### config.mk
export PLATFORM = sky130hd
export DESIGN_NAME = pc16_call_stack
export DESIGN_NICKNAME = d
export VERILOG_FILES = /design/src/rtl/pc16_pkg.sv /design/src/rtl/pc16_ret_stack.sv /design/src/rtl/pc16_call_stack.sv
export SDC_FILE = /design/constraint.sdc
export NUM_CORES = 1
export LEC_CHECK = 0
export ABC_AREA = 0
export CAP_MARGIN = 20
export CORE_MARGIN = 5
export CORE_UTILIZATION = 40
export DETAILED_ROUTE_END_ITERATION = 12
export SYNTH_ARGS = -nofsm -noshare
export SYNTH_HDL_FRONTEND = slang
export SYNTH_HIERARCHICAL = 1
export SYNTH_SLANG_ARGS = --single-unit
### constraint.sdc
create_clock -name CLK -period 3.5 [get_ports CLK]
set_input_delay 0.35 -clock CLK [delete_from_list [all_inputs] [get_ports CLK]]
set_output_delay 0.35 -clock CLK [all_outputs]
set_load 0.01 [all_outputs]
### src/rtl/pc16_pkg.sv
// Shared definitions for the pc16 program counter and its return-address stack.
// Holds the machine word width, the default stack depth, the operation encoding
// and the priority decoder for the four control strobes.
package pc16_pkg;

  localparam int PC16_WORD_W        = 16;
  localparam int PC16_DEFAULT_DEPTH = 8;

  typedef enum logic [2:0] {
    OP_HOLD,
    OP_INC,
    OP_LOAD,
    OP_CALL,
    OP_RET
  } pc_op_t;

  // Fixed priority: RET > CALL > LOAD > INC; nothing asserted means hold.
  function automatic pc_op_t pc_decode_op(input logic ret,
                                          input logic call,
                                          input logic load,
                                          input logic inc);
    pc_op_t op;
    if (ret)       op = OP_RET;
    else if (call) op = OP_CALL;
    else if (load) op = OP_LOAD;
    else if (inc)  op = OP_INC;
    else           op = OP_HOLD;
    return op;
  endfunction

endpackage

### src/rtl/pc16_ret_stack.sv
// LIFO of return addresses. The pointer equals the number of valid entries and
// never wraps: pushes while full and pops while empty are dropped here, and the
// parent decides whether that is an error. The top entry is read combinationally
// from the registered pointer. Storage is not reset; it is only observable
// through valid entries.
module pc16_ret_stack
  import pc16_pkg::*;
#(
  parameter int DEPTH  = PC16_DEFAULT_DEPTH,
  parameter int WORD_W = PC16_WORD_W,
  localparam int PTR_W = $clog2(DEPTH),
  localparam int CNT_W = PTR_W + 1
) (
  input  logic              clk,
  input  logic              rst_n,
  input  logic              push,
  input  logic              pop,
  input  logic [WORD_W-1:0] push_data,
  output logic [WORD_W-1:0] top_data,
  output logic [CNT_W-1:0]  count,
  output logic              full,
  output logic              empty
);

  localparam logic [CNT_W-1:0] CNT_ONE  = CNT_W'(1);
  localparam logic [CNT_W-1:0] CNT_FULL = CNT_W'(DEPTH);
  localparam logic [PTR_W-1:0] PTR_ONE  = PTR_W'(1);

  logic [WORD_W-1:0] mem_q [DEPTH];
  logic [CNT_W-1:0]  count_q, count_d;
  logic [PTR_W-1:0]  wr_idx;
  logic [PTR_W-1:0]  top_idx;
  logic              push_ok;
  logic              pop_ok;

  assign full    = (count_q == CNT_FULL);
  assign empty   = (count_q == '0);
  assign push_ok = push && !full;
  assign pop_ok  = pop && !empty;

  // DEPTH is a power of two, so the low pointer bits address the storage
  // directly; at count == DEPTH the top index wraps to DEPTH-1 as intended.
  assign wr_idx  = count_q[PTR_W-1:0];
  assign top_idx = count_q[PTR_W-1:0] - PTR_ONE;

  assign top_data = mem_q[top_idx];
  assign count    = count_q;

  // Pointer next-state: at most one of push/pop is requested per cycle.
  always_comb begin
    count_d = count_q;
    if (push_ok)     count_d = count_q + CNT_ONE;
    else if (pop_ok) count_d = count_q - CNT_ONE;
  end

  // Pointer register.
  always_ff @(posedge clk or negedge rst_n) begin
    if (!rst_n) count_q <= '0;
    else        count_q <= count_d;
  end

  // Entry storage, written only on an accepted push.
  always_ff @(posedge clk) begin
    if (push_ok) mem_q[wr_idx] <= push_data;
  end

endmodule

### src/rtl/pc16_call_stack.sv
// 16-bit program counter with a hardware return-address stack.
// OUT is the instruction fetch address. Operations: hold, increment, jump,
// call (push OUT+1 then jump) and return (pop). Stack overflow/underflow set a
// sticky error that only reset clears.
// Optional build macro PC16_HALT_DETECT_EN: when defined, HALTED flags a jump
// to the current address (idle loop); when undefined HALTED is tied low.
module pc16_call_stack
  import pc16_pkg::*;
#(
  parameter int DEPTH  = PC16_DEFAULT_DEPTH,
  parameter int WORD_W = PC16_WORD_W,
  localparam int CNT_W = $clog2(DEPTH) + 1
) (
  input  logic              CLK,
  input  logic              RST_N,
  input  logic [WORD_W-1:0] IN,
  input  logic              LOAD,
  input  logic              INC,
  input  logic              CALL,
  input  logic              RET,
  output logic [WORD_W-1:0] OUT,
  output logic [CNT_W-1:0]  DEPTH_CNT,
  output logic              STK_FULL,
  output logic              STK_EMPTY,
  output logic              STK_ERR,
  output logic              HALTED
);

  localparam logic [WORD_W-1:0] PC_ONE = WORD_W'(1);

  pc_op_t            op;
  logic [WORD_W-1:0] pc_q, pc_d;
  logic              err_q, err_d;
  logic              stk_push;
  logic              stk_pop;
  logic [WORD_W-1:0] ret_addr;
  logic [WORD_W-1:0] stk_top;
  logic [CNT_W-1:0]  stk_count;
  logic              stk_full;
  logic              stk_empty;

  assign op       = pc_decode_op(RET, CALL, LOAD, INC);
  assign ret_addr = pc_q + PC_ONE;

  pc16_ret_stack #(
    .DEPTH  (DEPTH),
    .WORD_W (WORD_W)
  ) u_ret_stack (
    .clk       (CLK),
    .rst_n     (RST_N),
    .push      (stk_push),
    .pop       (stk_pop),
    .push_data (ret_addr),
    .top_data  (stk_top),
    .count     (stk_count),
    .full      (stk_full),
    .empty     (stk_empty)
  );

  // Next PC, stack requests and error flag for the winning operation.
  always_comb begin
    pc_d     = pc_q;
    err_d    = err_q;
    stk_push = 1'b0;
    stk_pop  = 1'b0;
    case (op)
      OP_INC:  pc_d = pc_q + PC_ONE;
      OP_LOAD: pc_d = IN;
      OP_CALL: begin
        // The jump is taken even when the return address cannot be saved.
        pc_d = IN;
        if (stk_full) err_d    = 1'b1;
        else          stk_push = 1'b1;
      end
      OP_RET: begin
        if (stk_empty) begin
          err_d = 1'b1;
        end else begin
          stk_pop = 1'b1;
          pc_d    = stk_top;
        end
      end
      default: pc_d = pc_q;
    endcase
  end

  // PC and sticky error registers.
  always_ff @(posedge CLK or negedge RST_N) begin
    if (!RST_N) begin
      pc_q  <= '0;
      err_q <= 1'b0;
    end else begin
      pc_q  <= pc_d;
      err_q <= err_d;
    end
  end

`ifdef PC16_HALT_DETECT_EN
  logic halted_q, halted_d;

  // Set on a jump to the current address; cleared once the PC moves again.
  always_comb begin
    halted_d = halted_q;
    if ((op == OP_LOAD) && (IN == pc_q)) halted_d = 1'b1;
    else if (pc_d != pc_q)               halted_d = 1'b0;
  end

  // Halt flag register.
  always_ff @(posedge CLK or negedge RST_N) begin
    if (!RST_N) halted_q <= 1'b0;
    else        halted_q <= halted_d;
  end

  assign HALTED = halted_q;
`else
  assign HALTED = 1'b0;
`endif

  assign OUT       = pc_q;
  assign DEPTH_CNT = stk_count;
  assign STK_FULL  = stk_full;
  assign STK_EMPTY = stk_empty;
  assign STK_ERR   = err_q;

endmodule
## After elaboration in Yosys (flattened, before gate mapping)

Memory sizes are Yosys's and may differ from the RTL's.
Index checks and enable logic that the tools add are counted.

- Bits in registers: 21
- Memory bits (writable): 128
- Input bits: 22
- Output and inout port bits: 24
- Word-level logic and storage cells: 44
- Memories: 1

Memory list:

| name | words | width | rd ports | clocked after Yosys merged registers in | wr ports | RTL line | source |
|---|---|---|---|---|---|---|---|
| u_ret_stack.mem_q | 8 | 16 | 1 | 0 | 1 | pc16_ret_stack.sv:29 | `logic [WORD_W-1:0] mem_q [DEPTH];` |

- $add $sub $neg: 4
- Equal/unequal tests: 8
- Multiplexer cells: 17
- Reduce and logical (&&, ||, !) cells: 11

Operators by type and width:

| operator | count |
|---|---|
| case mux 16 bit (3 select lines) | 1 |
| adder 16 x 1 -> 16 bit (second input constant) | 1 |
| two-way mux 16 bit | 1 |
| two-way mux 1 bit | 9 |
| two-way mux 4 bit | 2 |
| equality test 3 x 2 -> 1 bit (second input constant) | 2 |
| adder 4 x 1 -> 4 bit (second input constant) | 1 |
| equality test 4 bit (second input constant) | 1 |
| logical NOT 4 bit | 1 |
| two-way mux 2 bit | 2 |
| inequality test 2 x 1 -> 1 bit (second input constant) | 2 |
| nonzero test 2 bit | 2 |
| subtractor 4 x 1 -> 4 bit (second input constant) | 1 |
| equality test 3 x 1 -> 1 bit (second input constant) | 1 |
| equality test 3 bit (second input constant) | 1 |
| two-way mux 3 bit | 1 |
| AND reduction 3 bit | 1 |
| nonzero test 3 bit | 1 |
| subtractor 3 x 1 -> 3 bit (second input constant) | 1 |
| logical AND 1 bit | 2 |
| logical NOT 1 bit | 2 |
| inequality test 2 bit (second input constant) | 1 |
| case mux 1 bit (2 select lines) | 1 |
| AND reduction 2 bit | 1 |
| OR reduction 2 bit | 1 |

## Longest topological paths before layout

Gate-level depths: netlist (run 1).

- Depth after elaboration: 9
- Depth in mapped cells: 13
- Mapped depth without buffers: 10

## Cells and area by module

The synthesis (run 1) kept the hierarchy.

Modules (own cells, without submodules):

| module | instances | cells each | area an instance (µm²) | seq. area each (µm²) |
|---|---|---|---|---|
| pc16_ret_stack | 1 | 232 | 5311.3 | 3943.8 |
| pc16_call_stack | 1 | 170 | 1395.1 | 425.4 |

## Worst setup path before layout (run 1)

Ideal clock, no wire load.

- Path kind: flip-flop to flip-flop
- Start: reg u_ret_stack.count_q[0] (netlist: u_ret_stack/count[0])
- End: mem u_ret_stack/mem_q[6][0] (netlist name), enable pin
- Setup time: 0.388 ns
- Arrival time: 2.777 ns
- Required time: 3.112 ns
- Path slack: 0.335 ns
- Cell stages (with the launch flop): 11
- Buffers on the path: 3
- Clock period less this slack: 3.165 ns
- Cell sequence: dfrtp_1 buf_6 buf_6 inv_1 ha_1 nor2b_1 and2_1 nor3b_1 clkbuf_1 nand2_1 nor2_1

- Cells in the longest elaborated chain, start to end: 6
- Elaborated cells between the ends (all ways): 7
- Those cells by class: eq/ne (1); mux (4); reduce/logical (2)

RTL lines:

| what | RTL line | source |
|---|---|---|
| start, declared | pc16_ret_stack.sv:30 | `logic [CNT_W-1:0] count_q, count_d;` |
| start signal, assigned | pc16_ret_stack.sv:59 | `else count_q <= count_d;` |
| equality test 4 bit | pc16_ret_stack.sv:36 | `assign full = (count_q == CNT_FULL);` |
| named net STK_FULL | pc16_call_stack.sv:23 | `output logic STK_FULL,` |
| two-way mux 1 bit | pc16_call_stack.sv:72 | `if (stk_full) err_d = 1'b1;` |
| two-way mux 1 bit | pc16_call_stack.sv:66 | `case (op)` |
| named net stk_push | pc16_call_stack.sv:34 | `logic stk_push;` |
| logical AND 1 bit | pc16_ret_stack.sv:38 | `assign push_ok = push && !full;` |
| two-way mux 1 bit | pc16_ret_stack.sv:64 | `if (push_ok) mem_q[wr_idx] <= push_data;` |
| two-way mux 1 bit (not written as such) | pc16_ret_stack.sv:64 |  |
| end, declared | pc16_ret_stack.sv:29 |  |

The timed path passes the listed nets, and every way through them passes these cells.

## Worst setup path in the final report (run 1)

- Start: reg u_ret_stack.count_q[1] (netlist: u_ret_stack/count[1])
- End: reg u_ret_stack.count_q[3] (netlist: u_ret_stack/count[3])

- Cells in the longest elaborated chain, start to end: 5
- Elaborated cells between the ends (all ways): 15
- Those cells by class: add/sub (2); eq/ne (1); mux (6); reduce/logical (6)

RTL lines:

| what | RTL line |
|---|---|
| equality test 4 bit (*) | pc16_ret_stack.sv:36 |
| two-way mux 1 bit (*) | pc16_call_stack.sv:72 |
| two-way mux 1 bit (*) | pc16_call_stack.sv:66 |
| named net stk_push | pc16_call_stack.sv:34 |
| logical AND 1 bit (*) | pc16_ret_stack.sv:38 |
| two-way mux 4 bit / nonzero test 2 bit (equally long branches) | -- |

Mark *: on every way through the listed nets, which the timed path passes. The rest lies on a longest branch. The select of a mux whose other input is x is not followed.
A chain may end at the register's enable or synchronous reset.

==> impl_metrics.toml, run 1 <==
[detailed_routing]
wl_per_cell_um = 22.2
dr_wl_met2_um = 7580
viasPerCell = 5.54
wl_met3_um = 731
via_count = 3886
drtIter0Drc = 237
wl_met1_um = 6950
first_pass_iters = 4
highest_layer = "met4"
remaining_drc_errors = 0
wl_um = 15500
detail-route-antenna-nets = 0

[worst_setup_path]
crit_chain = "inv_1 > ha_1 > nor2b_1 > and2_1 > nor3b_1 > buf_4 > nand2b_1 > ha_1 > a21oi_1 > a211oi_1 > nor4_1"
slowest_delay_ns = 0.48
r2r_cells = 11
rrSetupSlack_ns = 0.51
required_ns = 3.82
critical_path.max_fanout = 9
reg2reg_from = "u_ret_stack/count[1]$_DFFE_PN0P_"
crit_type = "flop to flop"
critPathLaunchType = "flop"
worstSetupEndpointType = "flop"
cpMostUsedCell = "ha_1"
cp.arrival_ns = 3.31
rr_endpoint = "u_ret_stack/count[3]$_DFFE_PN0P_"
slowest_stage = "dfrtp_1"

[status]
outcome = "finished clean"

[global_route]
grt_pass1_vias = 4018
grt_usage_pct = 16.6
overflow = 0
grt_antenna_before_repair = 0
grt_pass1_wl_um = 24000
grt_max_degree = 38

[power_and_ir_drop]
combPwrFrac_pct = 37.2
p_int_uw = 4740
peakVddDrop_v = 0.000428
seqPwrFrac_pct = 38.7
p_clk_share_pct = 24.1
p_switching_uw = 2350
p_per_area_mw_per_mm2 = 880
power.leakage_uw = 0.00285
swShare_pct = 33.1

[synthesis]
synth_nets = 429
async_reset_ff_share_pct = 14.1
syn_area_mm2 = 0.00671
syn_avg_cell_area_um2 = 16.7
ys_seq_area_share_pct = 65.1
netlist_instances = 402
ys_seq_elements = 149
synth_edf_count = 128
synth.distinct_cells = 59
synth_warnings = 6
synthFlopType = "edfxtp_1"

[sta]
worst_pin_slew_ns = 0.962
period_minus_slack_ns = 2.99
hold_violations = 0
min_period_over_period_pct = 85.5
max_clock_freq_ghz = 0.334
setup_viol = 0
rsz0062_at_grt = "no"
fin_setup_tns_ns = 0
maxSlewHeadroom_pct = 35.4
post-route-worst-setup-slack_ns = 0.506
fin_skew_ns = 0.00831
slew_violations = 0

[cts]
cts.sinks = 149
hold_buffers = 0
worstSkewPairLatency_ns = 0.42
cts_buffers = 17
ctsLongestPathBuffers = 2
cts_setup_buffers = 0
clock-root-buffer = "clkbuf_16"
path_clk_slew_ns = 0.06
htree_num_levels = 4
cts_tree = "yes"
cts_resized = 0

[layout]
area_growth_pct = 20.1
n_antenna_cell = 0
final_core_util_pct = 48.7
finish.instance_area_mm2 = 0.00805
final_cells = 701
num-fill-cells = 1379
final_layout_size_suffix_gt1_share_pct = 17.0
fin_nets = 495

[worst_hold_path]
holdCritPathClass = "input pin to asynchronous set/reset pin"

[placed_design]
placed_cell_area_mm2 = 0.00747
dp_slack_ns = 0.596
hpwlAfterDp_um = 10300
gp_congestion = 0.791
dp_cells = 668
io_buffers = 44

[die]
io_pins = 46
die_x_um = 139
core.rowCount = 47
die_h_um = 139
core_mm2 = 0.0165
die_area_mm2 = 0.0195
start_util_pct = 40.6

[flow_run]
drv_cap = 0
[cells in the mapped netlist, types with 2 or more instances]
| library cell | n | area (um2) |
|---|---|---|
| and2_1 | 4 | 25.0 |
| a222oi_1 | 2 | 20.0 |
| nor3_1 | 8 | 40.0 |
| edfxtp_1 | 128 | 3840 |
| nand3_1 | 5 | 25.0 |
| mux2i_1 | 2 | 20.0 |
| nand2_1 | 18 | 67.6 |
| o21ai_0 | 21 | 105 |
| dfrtp_1 | 21 | 526 |
| mux4_1 | 29 | 762 |
| buf_4 | 2 | 15.0 |
| a22o_1 | 3 | 26.3 |
| nor2b_1 | 3 | 18.8 |
| a21oi_1 | 8 | 40.0 |
| and3_1 | 5 | 31.3 |
| mux2_2 | 19 | 214 |
| nand2b_1 | 2 | 12.5 |
| or3_1 | 2 | 12.5 |
| nor3b_1 | 2 | 15.0 |
| and4_1 | 4 | 35.0 |
| inv_1 | 9 | 33.8 |
| mux4_2 | 3 | 67.6 |
| clkbuf_1 | 11 | 41.3 |
| ha_1 | 4 | 50.1 |
| nor4_1 | 2 | 12.5 |
| xor2_1 | 10 | 87.6 |
| buf_6 | 5 | 56.3 |
| o2bb2ai_1 | 5 | 43.8 |
| nand4_1 | 3 | 18.8 |
| a211oi_1 | 3 | 22.5 |
| buf_1 | 2 | 7.51 |
| o21a_1 | 2 | 15.0 |
| a221oi_1 | 3 | 26.3 |
| xnor2_1 | 6 | 52.6 |
| a211o_1 | 2 | 17.5 |
| nor2_1 | 21 | 78.8 |
[cell usage in the layout, fill, tap and decap left out, types with 4 or more instances in the layout]
cell / count
a21oi_1: 8
and2_1: 4
and3_1: 5
and4_1: 4
buf_4: 22
clkbuf_16: 17
clkdlybuf4s50_1: 44
clkinv_4: 4
dfrtp_1: 20
edfxtp_1: 128
ha_1: 4
inv_1: 9
mux2_2: 19
mux4_1: 29
nand2_1: 18
nand3_1: 5
nor2_1: 21
nor3_1: 8
o21ai_0: 21
o2bb2ai_1: 5
xnor2_1: 6
xor2_1: 10
[routing by layer]
metal / track usage [%] / vias up
met4: 6.13 / 0
met5: 0 / -
met2: 26.3 / 105
li1: - / 1773
met1: 22.5 / 1992
met3: 3.81 / 16
[worst max-delay path: cells and delay by family, from the launching register on]
kind	cells	cell delay [ns]
buffers and inverters	2	0.30
adder cells (fa/ha/maj)	2	0.59
AND/OR/NAND/NOR	5	1.06
flip-flops	1	0.48
AO/OA/AOI/OAI	2	0.47
[registers in the layout, summed over array words and instances (netlist names)]
| name | count |
|---|---|
| u_ret_stack/mem_q | 128 |
| OUT | 16 |
| u_ret_stack/count | 4 |
| STK_ERR | 1 |
[cell families (layout without fill, tap and decap cells)]
family                     after synthesis  after routing  synth area share [%]
buffers and inverters                   29            108                  2.29
adders and majority gates                5              5                  1.04
xor gates and xnor gates                17             17                  2.33
muxes                                   54             54                  16.1
DFF                                    149            149                  65.1
AOI/OAI and AO/OA                       61             61                  6.25
other                                    1              1                0.0559
and+or+nand+nor                         86             86                  6.79
[stage by stage]
stage	total power, uW	hold slack (ns)
final	7090	0.187
after global routing	7470	0.185
after CTS	7160	0.493
after detailed placement	5430	0.469
after global placement	5360	0.480
after floorplan	4480	0.0544
[power groups by stage]
stage | registers (uW) | logic (uW) | clock network (uW)
6_report | 2740 | 2640 | 1710
5_1_grt | 2780 | 2870 | 1820
3_3_place_gp | 2760 | 2600 | 0
2_1_floorplan | 2730 | 1760 | 0
4_1_cts | 2750 | 2660 | 1750
3_5_place_dp | 2780 | 2650 | 0
[how the worst max path moves through the flow]
stage,start,endpoint,slack (ns),cells after the start
after global placement,RET,OUT[7]$_DFFE_PN0P_,0.74,7
after detailed placement,u_ret_stack/count[1]$_DFFE_PN0P_,u_ret_stack/count[3]$_DFFE_PN0P_,0.60,11
after CTS,u_ret_stack/count[1]$_DFFE_PN0P_,u_ret_stack/count[3]$_DFFE_PN0P_,0.56,11
after global routing,u_ret_stack/count[1]$_DFFE_PN0P_,u_ret_stack/count[3]$_DFFE_PN0P_,0.23,11
final,u_ret_stack/count[1]$_DFFE_PN0P_,u_ret_stack/count[3]$_DFFE_PN0P_,0.51,11
after floorplan,u_ret_stack/count[0]$_DFFE_PN0P_,u_ret_stack/mem_q[6][0]$_DFFE_PP_,0.33,10
[area by class of cell]
class	count	area (um2)	area share (%)
Clock buffer	18	429	5.33
Tap cell	220	275	3.42
Timing Repair Buffer	67	633	7.86
Inverter	9	33.8	0.419
Sequential cell	149	4370	54.3
Clock inverter	14	129	1.60
Multi-Input combinational cell	224	2180	27.1
No activity file was read; power rests on OpenSTA's default activity.
==> run 2, diff against run 1 <==
==> constraint.sdc (replaced) <==
create_clock -name CLK -period 3.5 [get_ports CLK]
set_input_delay 0.7 -clock CLK [delete_from_list [all_inputs] [get_ports CLK]]
set_output_delay 0.7 -clock CLK [all_outputs]
set_load 0.01 [all_outputs]
==> impl_metrics.toml, run 2 (same netlist as run 1, synthesis figures left out) <==
[power_and_ir_drop]
seqPwrFrac_pct = 37.5
power.leakage_uw = 0.00287
p_clk_share_pct = 25.7
peakVddDrop_v = 0.000550
p_per_area_mw_per_mm2 = 905
p_int_uw = 4960
p_switching_uw = 2360
p_total_uw = 7320
combPwrFrac_pct = 36.8
swShare_pct = 32.3

[die]
start_util_pct = 40.6
die_x_um = 139
core.rowCount = 47
die_area_mm2 = 0.0195
die_h_um = 139
io_pins = 46
core_mm2 = 0.0165

[layout]
n_antenna_cell = 0
final_cell_mix = "edfxtp_1 (128), clkdlybuf4s50_1 (44), mux4_1 (29)"
num-fill-cells = 1386
final_common_cell = "edfxtp_1"
finish.instance_area_mm2 = 0.00810
area_growth_pct = 20.7
final_layout_size_suffix_gt1_share_pct = 16.8
largest_register_ffs = 128
fin_nets = 496
regMostFlops = "u_ret_stack/mem_q"

[detailed_routing]
remaining_drc_errors = 0
viasPerCell = 5.56
wl_met3_um = 599
highest_layer = "met4"
first_pass_iters = 5
wl_met1_um = 7290
wl_um = 15800
dr_wl_met2_um = 7680
wl_per_cell_um = 22.6
via_count = 3896
detail-route-antenna-nets = 0
drtIter0Drc = 286

[cts]
cts_resized = 0
ctsLongestPathBuffers = 2
htree_num_levels = 4
hold_buffers = 0
worstSkewPairLatency_ns = 0.41
cts_tree = "yes"
cts_buffers = 17
cts.sinks = 149
cts_setup_buffers = 0
clock-root-buffer = "clkbuf_16"
path_clk_slew_ns = 0.06

[worst_setup_path]
cp.arrival_ns = 2.62
worstSetupEndpointType = "output pin"
startpoint = "u_ret_stack/count[1]$_DFFE_PN0P_"
critPathLaunchType = "flop"
rr_endpoint = "u_ret_stack/count[3]$_DFFE_PN0P_"
reg2reg_from = "u_ret_stack/count[1]$_DFFE_PN0P_"
rrSetupSlack_ns = 0.54
crit_type = "flop to output pin"
cp-endpoint = "STK_EMPTY"
required_ns = 2.80
critical_path.max_fanout = 6
r2r_cells = 11

[placed_design]
hpwlAfterDp_um = 10400
gp_congestion = 0.824
io_buffers = 44
placed_cell_area_mm2 = 0.00748

[sta]
holdWs_ns = 0.494
worst_pin_slew_ns = 0.743
max_clock_freq_ghz = 0.302
hold_violations = 0
fin_setup_tns_ns = 0
min_period_over_period_pct = 94.7
setup_viol = 0
fin_skew_ns = 0.00635
maxSlewHeadroom_pct = 50.1
period_minus_slack_ns = 3.32
rsz0062_at_grt = "no"
slew_violations = 0

[global_route]
grt_max_degree = 38
grt_pass1_wl_um = 24000
grt_usage_pct = 16.6
grt_pass1_vias = 3921
grt_antenna_before_repair = 0
overflow = 0

[status]
outcome = "finished clean"

[worst_hold_path]
hold_depth = 1
min_from = "STK_ERR$_DFFE_PN0P_"
holdCritPathClass = "flop to flop"

[flow_run]
drv_cap = 0
==> run 2: changes by cell type in the layout (fill, tap and decap cells not counted) <==
cell and change:
buf_16 -1, buf_4 +2, clkinv_2 -1, clkinvlp_4 -1, bufinv_16 +3, inv_6 -2, clkbuf_1 +1, clkinv_4 -1
==> run 2: final cells by class <==
cell class	instances	area (um2)	share of cell area, %
flip-flops and latches	149	4370	54.0
repair buffers	68	621	7.66
clock inverters	12	180	2.23
well taps	220	275	3.40
clock buffers	19	433	5.35
multi-input cells	224	2180	27.0
inverters	9	33.8	0.417
==> run 2: metal layers <==
layer  vias up  GRT usage (%)
li1       1770              -
met1      2002           23.1
met2       108           26.6
met3        16           3.57
met4         0           4.84
met5         -              0
==> run 2: worst min path at each step <==
stage	endpoint	slack (ns)
after floorplan	OUT[0]$_DFFE_PN0P_	0.40
after global placement	STK_ERR$_DFFE_PN0P_	0.46
after detailed placement	STK_ERR$_DFFE_PN0P_	0.49
after CTS	STK_ERR$_DFFE_PN0P_	0.51
after global routing	STK_ERR$_DFFE_PN0P_	0.53
final	STK_ERR$_DFFE_PN0P_	0.49
==> run 2: through the flow <==
stage	util [%]	std cells	worst slack, ns
after global routing	49.0	701	0.0117
final	49.0	701	0.185
after floorplan	-	402	0.335
after global placement	45.3	670	0.613
after detailed placement	45.3	670	0.541
after CTS	49.0	701	0.186
==> run 2: worst max-delay path: stages (launching register included) <==
cell             delay, ns
dfrtp_1               0.46
inv_1                 0.10
ha_1                  0.22
nor2b_1               0.31
nor2b_1               0.48
clkdlybuf4s50_1       0.63
==> run 2: power groups by stage <==
stage / Combinational, uW / Clock (uW) / Sequential [uW]
CTS: 2730 / 1920 / 2750
finish: 2700 / 1880 / 2740
global route: 2910 / 2000 / 2780
floorplan: 1760 / 0 / 2730
global placement: 2670 / 0 / 2760
detailed placement: 2720 / 0 / 2780
==> run 3, diff against run 2 <==
--- a/config.mk
+++ b/config.mk
@@ -12,5 +12,4 @@
 export DETAILED_ROUTE_END_ITERATION = 12
 export SYNTH_ARGS = -nofsm -noshare
 export SYNTH_HDL_FRONTEND = slang
-export SYNTH_HIERARCHICAL = 1
 export SYNTH_SLANG_ARGS = --single-unit
==> impl_metrics.toml, run 3 <==
[status]
outcome = "finished clean"

[worst_hold_path]
hold_depth = 1
holdCritPathClass = "flop to flop"

[worst_setup_path]
path_buf_inv = 2
r2r_cells = 10
path_delay_family = "buffers and inverters"
slowest_stage = "clkdlybuf4s50_1"
critPathLaunchType = "flop"
crit_type = "flop to output pin"
slowest_delay_ns = 0.62
cp.depth = 4
worstSetupEndpointType = "output pin"
required_ns = 2.80
crit_chain = "inv_1 > ha_1 > nor3b_1 > clkdlybuf4s50_1"
critical_path.max_fanout = 9
cp.arrival_ns = 2.38

[detailed_routing]
drtIter0Drc = 275
wl_um = 15800
detail-route-antenna-nets = 0
viasPerCell = 5.56
via_count = 3875
first_pass_iters = 5
remaining_drc_errors = 0
wl_per_cell_um = 22.6

[global_route]
overflow = 0
grt_max_degree = 34
grt_antenna_before_repair = 0
grt_pass1_vias = 4121
grt_usage_pct = 18.2
grt_pass1_wl_um = 24600

[sta]
worst_pin_slew_ns = 0.878
rsz0062_at_grt = "no"
maxSlewHeadroom_pct = 40.9
slew_violations = 0
fin_skew_ns = 0.00846
hold_violations = 0
min_period_over_period_pct = 87.9
period_minus_slack_ns = 3.08
setup_viol = 0
holdWs_ns = 0.488
fin_setup_tns_ns = 0
max_clock_freq_ghz = 0.325

[cts]
htree_num_levels = 4
cts_resized = 0
clock-root-buffer = "clkbuf_16"
cts_buffers = 17
cts.sinks = 149
ctsLongestPathBuffers = 2
cts_setup_buffers = 0
path_clk_slew_ns = 0.06
worstSkewPairLatency_ns = 0.43
hold_buffers = 0
cts_tree = "yes"

[synthesis]
synth_edf_count = 128
syn_area_mm2 = 0.00648
synth.largest_area_cell = "edfxtp_1"
netlist_instances = 404
synth_warnings = 0
ys_seq_elements = 149
yosys-top-cells-area = "edfxtp_1 (59%), dfrtp_1 (8.1%), mux4_2 (8.0%)"
syn_avg_cell_area_um2 = 16.0
yosysMostFrequentCell = "edfxtp_1"
synthFlopType = "edfxtp_1"
ys_seq_area_share_pct = 67.4
synth_nets = 431
async_reset_ff_share_pct = 14.1
synth.distinct_cells = 56
yosysTopAreaCellShare_pct = 59.3
ys_top_cells_by_count = "edfxtp_1 (128), nand2_1 (34), nor2_1 (24)"

[layout]
largest_register_ffs = 128
final_common_cell = "edfxtp_1"
area_growth_pct = 21.7
multi_input_area_mm2 = 0.00202
regMostFlops = "u_ret_stack.mem_q"
n_antenna_cell = 0
final_cell_mix = "edfxtp_1 (128), clkdlybuf4s50_1 (44), nand2_1 (34)"
fin_nets = 495
seq_area_mm2 = 0.00437
num-fill-cells = 1367
final_layout_size_suffix_gt1_share_pct = 19.5

[power_and_ir_drop]
swShare_pct = 33.6
p_int_uw = 4850
p_per_area_mw_per_mm2 = 925
combPwrFrac_pct = 36.7
seqPwrFrac_pct = 38.4
power.leakage_uw = 0.00268
p_switching_uw = 2460
p_clk_share_pct = 25.0
peakVddDrop_v = 0.000447
p_total_uw = 7300

[die]
core_mm2 = 0.0159
core.rowCount = 46
die_area_mm2 = 0.0189
die_h_um = 137
io_pins = 46
die_x_um = 137
start_util_pct = 40.8

[flow_run]
drv_cap = 0

[placed_design]
hpwlAfterDp_um = 10100
io_buffers = 44
gp_congestion = 0.789
## run 3: changes by cell type in the layout (fill, tap and decap cells not counted), moves of 6 or more
cell	previous run	this run
mux4_2	3	23
mux2_2	19	2
xnor2_1	6	12
nand3_1	5	14
mux4_1	29	9
nand2_1	18	34
a21oi_1	8	14
o21ai_0	21	3
a31oi_1	1	7
## run 3: worst reg2reg max path, stage by stage, from the launching register on
cell and delay (ns):
dfrtp_1 0.58, inv_1 0.11, ha_1 0.29, and3b_1 0.21
or3b_1 0.57, ha_1 0.36, a21o_1 0.17, a21oi_1 0.18
nand2_1 0.08, o21ai_1 0.10, xor2_1 0.16
## run 3: stage by stage
stage / util (%) / area [um2] / instances / setup WS [ns]
global placement: 45.9 / 7290 / 665 / 0.582
detailed placement: 45.9 / 7290 / 665 / 0.543
floorplan: - / 6490 / 404 / -0.162
finish: 49.7 / 7890 / 697 / 0.424
global route: 49.7 / 7890 / 697 / 0.342
CTS: 49.7 / 7890 / 697 / 0.436
## run 3: metal layers
metal	vias up	track usage [%]	part of all wire (%)
met5	-	0	0
met4	0	6.98	1.7
met3	23	3.94	5.9
met2	135	28.8	49
met1	1976	24.6	43
li1	1741	-	-
## run 3: worst paths after layout
kind / slack, ns / from / to
worst max-delay path: 0.42 / u_ret_stack.count[1]$_DFFE_PN0P_ / STK_EMPTY
worst min-delay path: 0.49 / STK_ERR$_DFFE_PN0P_ / STK_ERR$_DFFE_PN0P_
worst max register to register: 0.61 / u_ret_stack.count[1]$_DFFE_PN0P_ / u_ret_stack.count[3]$_DFFE_PN0P_
worst min register to register: 0.49 / STK_ERR$_DFFE_PN0P_ / STK_ERR$_DFFE_PN0P_
max in group asynchronous: 2.60 / RST_N / u_ret_stack.count[0]$_DFFE_PN0P_
min in group asynchronous: 0.64 / RST_N / u_ret_stack.count[2]$_DFFE_PN0P_
## run 3: cell type report
cell class / count / area share, %
sequential: 149 / 55.4
multi-input combinational: 226 / 25.6
timing repair buffer: 66 / 7.67
clock buffer: 24 / 6.36
tap: 216 / 3.42
clock inverter: 8 / 1.22
inverter: 8 / 0.380
## run 3: power groups by stage
stage	Combinational [uW]	Sequential, uW	Clock [uW]
floorplan	1760	2760	0
global placement	2640	2830	0
detailed placement	2700	2840	0
CTS	2710	2800	1860
global route	2930	2840	1930
finish	2680	2800	1830
## run 3: cells by family (layout without fill, tap and decap cells)
group / count (synthesis) / count (layout) / synth area share [%]
simple gates: 97 / 97 / 6.89
xor+xnor: 21 / 21 / 2.95
mux: 37 / 37 / 12.5
other cells: 1 / 1 / 0.0578
flops: 149 / 149 / 67.4
compound gates: 65 / 65 / 7.01
fa+ha+maj: 5 / 5 / 1.08
buf+inv: 29 / 106 / 2.14
